**config.mk**
```make
export PLATFORM = sky130hd
export DESIGN_NAME = rr_arbiter8
export DESIGN_NICKNAME = d
export VERILOG_FILES = /design/src/rtl/rr_arbiter8.sv
export SDC_FILE = /design/constraint.sdc
export NUM_CORES = 1
export LEC_CHECK = 0
export CAP_MARGIN = 20
export CELL_PAD_IN_SITES_DETAIL_PLACEMENT = 0
export CELL_PAD_IN_SITES_GLOBAL_PLACEMENT = 2
export CORE_ASPECT_RATIO = 0.75
export CORE_MARGIN = 3
export CORE_UTILIZATION = 37
export CTS_BUF_LIST = sky130_fd_sc_hd__clkbuf_4 sky130_fd_sc_hd__clkbuf_8 sky130_fd_sc_hd__clkbuf_16
export DETAILED_ROUTE_END_ITERATION = 7
export PLACE_DENSITY = 0.76
export SLEW_MARGIN = 10
export SYNTH_ARGS = -nofsm -noshare
export SYNTH_HDL_FRONTEND = slang
export SYNTH_SLANG_ARGS = --single-unit
```
**constraint.sdc**
```tcl
create_clock -name clk -period 4.3 [get_ports clk]
set_input_delay 0.43 -clock clk [delete_from_list [all_inputs] [get_ports clk]]
set_output_delay 0.43 -clock clk [all_outputs]
set_load 0.02 [all_outputs]
```
**src/rtl/rr_arbiter8.sv**
```systemverilog
// Eight-way round-robin arbiter with a grant hold counter and forced release.
// gnt_idx is registered and intended to feed a 3-to-8 decoder gated by gnt_valid.
module rr_arbiter8 #(
  parameter int unsigned HOLD_MAX = 15,
  parameter int unsigned CW       = 4
) (
  input  logic       clk,
  input  logic       rst,
  input  logic [7:0] req,
  input  logic       release_i,
  output logic       gnt_valid,
  output logic [2:0] gnt_idx,
  output logic       timeout
);

  typedef enum logic [0:0] {
    IDLE  = 1'b0,
    GRANT = 1'b1
  } state_e;

  localparam bit            HoldEnable = (HOLD_MAX != 0);
  localparam logic [CW-1:0] HoldLast   = (HOLD_MAX == 0) ? '0 : CW'(HOLD_MAX - 1);

  state_e        state_q;
  logic [2:0]    ptr_q;
  logic [2:0]    gntIdx_q;
  logic          gntValid_q;
  logic          timeout_q;
  logic [CW-1:0] holdCnt_q;
  logic [CW-1:0] holdCnt_d;

  logic [7:0]    rotated;
  logic [2:0]    offset;
  logic [2:0]    pick;
  logic          normalEnd;
  logic          forcedEnd;

  // Rotate the request vector so bit 0 is the current highest-priority slot,
  // then take the lowest set bit and map it back to an absolute index.
  always_comb begin
    rotated = '0;
    for (int i = 0; i < 8; i++) begin
      rotated[i] = req[ptr_q + 3'(i)];
    end
    offset = '0;
    for (int i = 7; i >= 0; i--) begin
      if (rotated[i]) begin
        offset = 3'(i);
      end
    end
    pick = ptr_q + offset;
  end

  // Release or a dropped request always takes precedence over the timeout.
  always_comb begin
    normalEnd = release_i || !req[gntIdx_q];
    forcedEnd = HoldEnable && (holdCnt_q == HoldLast);
    holdCnt_d = (holdCnt_q == '1) ? holdCnt_q : holdCnt_q + 1'b1;
  end

  always_ff @(posedge clk or posedge rst) begin
    if (rst) begin
      state_q    <= IDLE;
      ptr_q      <= 3'd0;
      gntIdx_q   <= 3'd0;
      gntValid_q <= 1'b0;
      timeout_q  <= 1'b0;
      holdCnt_q  <= '0;
    end else begin
      timeout_q <= 1'b0;
      case (state_q)
        IDLE: begin
          gntValid_q <= 1'b0;
          if (|req) begin
            gntIdx_q   <= pick;
            gntValid_q <= 1'b1;
            holdCnt_q  <= '0;
            state_q    <= GRANT;
          end
        end
        GRANT: begin
          if (normalEnd || forcedEnd) begin
            gntValid_q <= 1'b0;
            ptr_q      <= gntIdx_q + 3'd1;
            timeout_q  <= ~normalEnd;
            state_q    <= IDLE;
          end else begin
            holdCnt_q <= holdCnt_d;
          end
        end
        default: begin
          gntValid_q <= 1'b0;
          state_q    <= IDLE;
        end
      endcase
    end
  end

  assign gnt_valid = gntValid_q;
  assign gnt_idx   = gntIdx_q;
  assign timeout   = timeout_q;

endmodule
```
* Word level (Yosys, flattened, before mapping)
Index checks and enable logic that the tools add are counted.
W data, S select, Z words.
** Operators by class
- $add $sub $neg :: 10
- Multiply operators :: 0
- Div/mod/pow operators :: 0
- Order comparisons :: 9
- Equal/unequal tests :: 6
- Shift operators :: 0
- Muxes and demuxes :: 37
- Bitwise logic cells :: 2
- Reductions and logical operators :: 7
** Operators by type and width (count)
- $lt A3 B4 Y1 const B :: 9
- $bmux W1 S3 :: 9
- $mux W3 :: 8
- $mux W1 :: 14
- $add A3 B3 Y3 const B :: 4
- $mux W4 :: 3
- $eq A4 B4 Y1 const B :: 2
- $pmux W4 S2 :: 1
- $reduce_or A8 Y1 :: 1
- $add A3 B1 Y3 const B :: 2
- $add A3 B2 Y3 const B :: 2
- $ne A2 B2 Y1 const B :: 3
- $add A4 B1 Y4 const B :: 1
- $pmux W1 S2 :: 2
- $reduce_and A2 Y1 :: 2
- $add A3 B3 Y3 :: 1
- $reduce_and A3 Y1 :: 1
- $logic_or A1 B1 Y1 :: 2
- $ne A2 B1 Y1 const B :: 1
- $not A1 Y1 :: 2
- $logic_not A1 Y1 :: 1
** Storage, ports and cells
- Bits in registers :: 13
- Bits in latches :: 0
- Memory bits (writable) :: 0
- Bits in read-only memories :: 0
- Input bits :: 11
- Output and inout bits :: 5
- Logic and storage cells :: 77
- Memories :: 0

* Depth between registers and ports, before layout
Gate-level depths: netlist of the first run.
- Depth after elaboration :: 12
- Mapped depth :: 16
- Gate-level depth less buffers :: 14

* Worst setup path after synthesis of the first run
Ideal clock, no wire load.
- Path type :: reg2reg
- Start point :: reg ptr_q[0]
- End point :: reg gntIdx_q[2], in the netlist gnt_idx[2]
- Setup time :: 0.082 ns
- Data arrival time :: 3.276 ns
- Data required time :: 4.218 ns
- Slack :: 0.942 ns
- Stages on the path, launching flop included :: 17
- Buffers on the path :: 2
- Period minus slack after synthesis :: 3.358 ns
- Cell sequence :: dfrtp_1 > buf_6 > inv_2 > ha_1 > buf_6 > mux2i_1 > mux4_2 > nand2b_1 > o21ai_0 > nand2_1 > a221oi_1 > ha_1 > inv_1 > fa_1 > xnor2_1 > or3_1 > a31oi_1
** Between the ends
- Word-level cells in the longest chain between the ends :: 12
- Elaborated cells between the ends (all ways) :: 32
- Those cells by class :: add/sub (8); mux (24)
** Ends and longest elaborated chain
- start, declared :: RTL line 25 : logic [2:0] ptr_q;
- start signal, assigned :: RTL line 84 : ptr_q <= gntIdx_q + 3'd1;
- $add A3 B3 Y3 :: RTL line 43 : rotated[i] = req[ptr_q + 3'(i)];
- $bmux W1 S3 :: RTL line 43
- $mux W1 (implied by the code) :: RTL line 43
- $mux W3 (8 in series) :: RTL line 47 : if (rotated[i]) begin
- $add A3 B3 Y3 * :: RTL line 51 : pick = ptr_q + offset;
- end signal, assigned :: RTL line 75 : gntIdx_q <= pick;
- end, declared :: RTL line 26 : logic [2:0] gntIdx_q;
Mark *: on every way between the ends. The rest lies on a longest branch, timed or not. The select of a mux whose other input is x is not followed.
A chain may end at the register's enable or synchronous reset.

* Worst setup path after layout of the first run
Same ends and word-level chain as after synthesis.

==> flow_summary.yaml, run 1 <==
outcome:
  status: "finished, final reports clean"
floorplanning:
  dieArea_um2: 4340
  num_rows: 18
  start_util: 0.395
  die_y_um: 57.8
  die_w_um: 75.1
  ios: 16
  core-area_um2: 3360
clocking:
  clock_path_buffers: 2
  root_buffer: "clkbuf_8"
  cts_hold_buf: 0
  cts.sinks: 13
  cts_tree: "built"
  post_cts_resized: 0
  cts_made_buffers: 3
  cts_max_level: 1
  clock_latency_ns: 0.24
  cts_setup_buffers: 0
  path_clk_slew_ns: 0.06
power_and_ir_drop:
  switchingPower_w: 0.000600
  comb_power_share: 0.712
  internal-power_w: 0.000741
  power_frac_clock: 0.086
  leakagePower_nw: 0.636
  pwr-share-seq: 0.203
  power_density_nw_per_um2: 867
  vdd_drop_max_v: 0.000340
  switching_share: 0.448
logic_synthesis:
  syn-cell-area_um2: 1330
  yosys_warnings: 0
  seq_area_frac_synth: 0.246
  syn_nets: 135
  syn_area_per_cell_um2: 11.3
  synth_ff_type: "dfrtp_1"
  ys_ff_latch: 13
  netlist_instances: 117
  async_flop_share: 1.00
  synth_edf_count: 0
  synth_cell_types: 41
detailed_routing:
  ant_nets: 0
  drt_iter0_drc: 85
  num_vias: 1044
  drcViolationCount: 0
  routed_via_density: 6.07
  drt_pass1_iterations: 4
  drt-total-wl_um: 3100
  wl_per_cell_um: 18.0
layout:
  layout.nets: 151
  drive_gt1_frac: 0.159
  antenna_cells: 0
  syn_to_final_growth_pct: 16.6
  layout_commonest_cell: "clkdlybuf4s50_1"
  final_cell_mix: "15 x clkdlybuf4s50_1, 13 x nand2_1, 13 x dfrtp_1, 8 x mux4_2, 8 x mux2i_1"
grt:
  grt_max_degree: 14
  grt_pass1_wl_um: 5440
  grt_pass1_vias: 1010
  grt_usage: 0.166
  overflow: 0
  antenna_found_initial: 0
min_path:
  hold_path_class: "in2async"
worst_setup_path:
  crit_path_end_kind: "flip-flop"
  r2r-end: "gnt_idx[2]$_DFFE_PP0P_"
  critPathKind: "reg2reg"
  cp_data_required_time_ns: 4.46
  worstPathArrival_ns: 4.09
  timing.rr.start: "ptr_q[0]$_DFFE_PP0P_"
  endpoint: "gnt_idx[2]$_DFFE_PP0P_"
  worstSetupStartpointType: "flip-flop"
  r2r_setup_slack_ns: 0.37
  rr_worst_depth: 14
  cp_max_fo: 10
  crit_start: "ptr_q[0]$_DFFE_PP0P_"
sta:
  rsz0062_at_grt: "false"
  fmax_mhz: 254
  hold_slack_ns: 0.521
  drv_slew: 0
  relSlewSlack: 0.606
  tightest_slew_ns: 0.591
  skew_ns: 0.00249
  timing.final.crit_share: 0.914
  setup_viol: 0
  layout_min_cycle_time_ns: 3.93
  tns_ns: 0
  finalHoldViolations: 0
placement:
  io_buffers: 15
  place_hpwl_um: 2380
  gp_congestion: 0.812
run:
  drv_cap: 0
-- power groups by stage --
| stage | registers (W) | clock network [W] | logic [W] |
|---|---|---|---|
| 2_1_floorplan | 0.000239 | 0 | 0.000784 |
| 3_3_place_gp | 0.000276 | 0 | 0.000942 |
| 3_5_place_dp | 0.000274 | 0 | 0.000945 |
| 4_1_cts | 0.000272 | 0.000119 | 0.000952 |
| 5_1_grt | 0.000286 | 0.000130 | 0.00105 |
| 6_report | 0.000272 | 0.000115 | 0.000954 |
-- area by class of cell --
cell class / count / area, um2
fillers: 308 / 1810
clock buffers: 4 / 48.8
well taps: 40 / 50.0
flip-flops and latches: 13 / 325
inverters: 6 / 22.5
multi-input cells: 93 / 941
repair buffers: 16 / 158
-- worst min-delay path by stage --
stage / from / endpoint / slack [ns] / cells after the start
CTS: rst / ptr_q[1]$_DFFE_PP0P_ / 0.54 / 2
detailed placement: holdCnt_q[0]$_DFFE_PP0P_ / holdCnt_q[0]$_DFFE_PP0P_ / 0.53 / 2
global placement: gnt_valid$_DFFE_PP0P_ / gnt_valid$_DFFE_PP0P_ / 0.51 / 1
global route: gnt_valid$_DFFE_PP0P_ / gnt_valid$_DFFE_PP0P_ / 0.57 / 1
floorplan: rst / gnt_idx[0]$_DFFE_PP0P_ / 0.31 / 1
finish: rst / ptr_q[1]$_DFFE_PP0P_ / 0.52 / 2
-- critical path: stages (launching register included) --
cell	delay, ns
dfrtp_1	0.63
inv_2	0.19
ha_1	0.52
mux2i_1	0.20
mux4_2	0.48
nand2b_1	0.15
o21ai_0	0.07
nand2_1	0.06
a221oi_1	0.26
ha_1	0.20
inv_1	0.05
fa_1	0.38
xnor2_1	0.15
or3_1	0.32
a31oi_1	0.18
-- cells in the mapped netlist, types with 2 or more instances --
cell,count,share of area
o21ai_0,5,0.019
dfrtp_1,13,0.25
ha_1,6,0.057
mux4_2,8,0.14
a21oi_1,2,0.0076
nand2b_1,2,0.0094
a22oi_1,2,0.011
buf_6,2,0.017
a31oi_1,2,0.0094
xor2_1,3,0.020
nor3b_1,2,0.011
nand2_1,13,0.037
xnor2_1,2,0.013
buf_2,2,0.0076
nor4_1,2,0.0094
mux2_2,3,0.025
mux2i_1,8,0.060
nand3_1,3,0.011
inv_1,5,0.014
mux4_1,6,0.12
nor2_1,6,0.017
-- logic make-up (layout without fill, tap and decap cells) --
family | Yosys count | after routing | share of synthesized area
flops | 13 | 13 | 0.246
xor+xnor | 5 | 5 | 0.0331
simple gates | 36 | 36 | 0.143
mux | 26 | 26 | 0.358
compound gates | 19 | 19 | 0.105
buf+inv | 11 | 26 | 0.0444
fa+ha+maj | 7 | 7 | 0.0718
-- per-layer routing --
| layer | part of all wire | GRT usage | vias to the layer above |
|---|---|---|---|
| li1 | - | - | 491 |
| met1 | 0.53 | 0.276 | 517 |
| met2 | 0.39 | 0.206 | 32 |
| met3 | 0.076 | 0.0555 | 4 |
| met4 | 0.0074 | 0.0305 | 0 |
| met5 | 0 | 0 | - |
-- state kept, by name, indices dropped and copies added (netlist names) --
| signal | flops |
|---|---|
| gnt_idx | 3 |
| holdCnt_q | 4 |
| ptr_q | 3 |
| timeout | 1 |
| gnt_valid | 1 |
| state_q | 1 |
-- metrics by stage --
step	power (W)	setup slack [ns]	utilization	cells	cell area [um2]
2_1_floorplan	0.00102	0.942	-	117	1330
3_3_place_gp	0.00122	0.488	0.446	168	1500
3_5_place_dp	0.00122	0.401	0.446	168	1500
4_1_cts	0.00134	0.364	0.460	172	1550
5_1_grt	0.00147	0.0623	0.460	172	1550
6_report	0.00134	0.368	0.460	172	1550
Power figures use the tool's default switching activity.
==> inputs of run 2 (changes only) <==
--- a/config.mk
+++ b/config.mk
@@ -14,6 +14,7 @@
 export CTS_BUF_LIST = sky130_fd_sc_hd__clkbuf_4 sky130_fd_sc_hd__clkbuf_8 sky130_fd_sc_hd__clkbuf_16
 export DETAILED_ROUTE_END_ITERATION = 7
 export PLACE_DENSITY = 0.76
+export RECOVER_POWER = 100
 export SLEW_MARGIN = 10
 export SYNTH_ARGS = -nofsm -noshare
 export SYNTH_HDL_FRONTEND = slang
==> flow_summary.yaml, run 2 (synthesized netlist as in run 1, its figures left out) <==
worst_setup_path:
  worstPathArrival_ns: 4.09
  cp_max_fo: 10
  critPathKind: "reg2reg"
  r2r_setup_slack_ns: 0.37
  critPathMostFrequentCell: "ha_1"
  worstSetupStartpointType: "flip-flop"
  slowest_stage: "dfrtp_1"
  crit_chain: "inv_2, ha_1, mux2i_1, mux4_2, nand2b_1, o21ai_0, nand2_1, a221oi_1, ha_1, inv_1, fa_1, xnor2_1, or3_1, a31oi_1"
  crit_path_end_kind: "flip-flop"
  cp_data_required_time_ns: 4.46
  slowest_delay_ns: 0.63
floorplanning:
  start_util: 0.395
  core-area_um2: 3360
  die_y_um: 57.8
  num_rows: 18
  die_w_um: 75.1
  ios: 16
  dieArea_um2: 4340
sta:
  setup_viol: 0
  layout_min_cycle_time_ns: 3.93
  tns_ns: 0
  finalHoldViolations: 0
  worst_slack_ns: 0.372
  timing.final.crit_share: 0.913
  relSlewSlack: 0.605
  fmax_mhz: 255
  rsz0062_at_grt: "false"
  drv_slew: 0
  tightest_slew_ns: 0.592
  skew_ns: 0.00246
detailed_routing:
  routed_via_density: 6.03
  drt_iter0_drc: 82
  wl_per_cell_um: 18.0
  ant_nets: 0
  drcViolationCount: 0
  drt_pass1_iterations: 4
  drt-total-wl_um: 3100
  num_vias: 1037
grt:
  grt_max_degree: 14
  overflow: 0
  antenna_found_initial: 0
  grt_pass1_vias: 1010
  grt_usage: 0.166
  grt_pass1_wl_um: 5440
clocking:
  cts_made_buffers: 3
  cts_hold_buf: 0
  path_clk_slew_ns: 0.05
  post_cts_resized: 0
  cts_setup_buffers: 0
  cts.sinks: 13
  cts_tree: "built"
  cts_max_level: 1
  root_buffer: "clkbuf_8"
  clock_path_buffers: 2
  clock_latency_ns: 0.24
power_and_ir_drop:
  vdd_drop_max_v: 0.000339
  switchingPower_w: 0.000596
  comb_power_share: 0.709
  internal-power_w: 0.000726
  power_density_nw_per_um2: 859
  pwr-share-seq: 0.205
  switching_share: 0.451
  power_frac_clock: 0.087
  leakagePower_nw: 0.641
layout:
  syn_to_final_growth_pct: 16.1
  drive_gt1_frac: 0.144
  antenna_cells: 0
  largest-register: "holdCnt_q"
  final_cell_mix: "13 x nand2_1, 13 x dfrtp_1, 8 x mux4_2, 8 x mux2i_1, 8 x dlygate4sd3_1"
  largest_reg_flops: 4
  fill_cells: 310
  layout.nets: 151
placement:
  preCtsSetupSlack_ns: 0.401
  io_buffers: 15
  place_hpwl_um: 2380
  gp_congestion: 0.812
min_path:
  hold_path_class: "reg2reg"
run:
  drv_cap: 0
outcome:
  status: "finished, final reports clean"
## run 2: final timing paths
kind | startpoint | end | cells past startpoint
hold / removal | gnt_valid$_DFFE_PP0P_ | gnt_valid$_DFFE_PP0P_ | 1
setup reg to reg | ptr_q[0]$_DFFE_PP0P_ | gnt_idx[2]$_DFFE_PP0P_ | 14
hold reg to reg | gnt_valid$_DFFE_PP0P_ | gnt_valid$_DFFE_PP0P_ | 1
max in group asynchronous | rst | gnt_idx[2]$_DFFE_PP0P_ | 2
min in group asynchronous | rst | ptr_q[1]$_DFFE_PP0P_ | 2
setup / recovery | ptr_q[0]$_DFFE_PP0P_ | gnt_idx[2]$_DFFE_PP0P_ | 14
## run 2: cell type report
class	instances	area, um2	area share
sequential	13	325	0.211
timing repair buffer	16	158	0.102
multi-input combinational	93	935	0.607
clock buffer	4	48.8	0.0317
inverter	6	22.5	0.0146
tap	40	50.0	0.0325
## run 2: power by group through the flow
stage / Sequential [W] / Clock (W) / Combinational [W]
3_5_place_dp: 0.000274 / 0 / 0.000945
4_1_cts: 0.000272 / 0.000119 / 0.000952
6_report: 0.000271 / 0.000115 / 0.000937
5_1_grt: 0.000286 / 0.000130 / 0.00104
2_1_floorplan: 0.000239 / 0 / 0.000784
3_3_place_gp: 0.000276 / 0 / 0.000942
## run 2: critical path, delay by kind of cell, from the launching register on
| kind | cells | cell delay, ns |
|---|---|---|
| XOR/XNOR | 1 | 0.15 |
| buffers and inverters | 2 | 0.25 |
| flip-flops | 1 | 0.63 |
| AND/OR/NAND/NOR | 3 | 0.53 |
| AO/OA/AOI/OAI | 3 | 0.51 |
| adder cells (fa/ha/maj) | 3 | 1.10 |
| multiplexers | 2 | 0.68 |
## run 2: through the flow
step / cells / power [W] / util / hold slack [ns] / cell area (um2)
final: 172 / 0.00132 / 0.459 / 0.529 / 1540
after global routing: 172 / 0.00145 / 0.459 / 0.569 / 1540
after CTS: 172 / 0.00134 / 0.460 / 0.542 / 1550
after detailed placement: 168 / 0.00122 / 0.446 / 0.530 / 1500
after global placement: 168 / 0.00122 / 0.446 / 0.514 / 1500
after floorplan: 117 / 0.00102 / - / 0.307 / 1330
## run 2: routing by layer
layer	wire length, um	up-vias	GRT usage
met1	1660	509	0.276
met3	233	4	0.0555
met4	23	0	0.0305
met2	1180	33	0.206
met5	0	-	0
li1	-	491	-
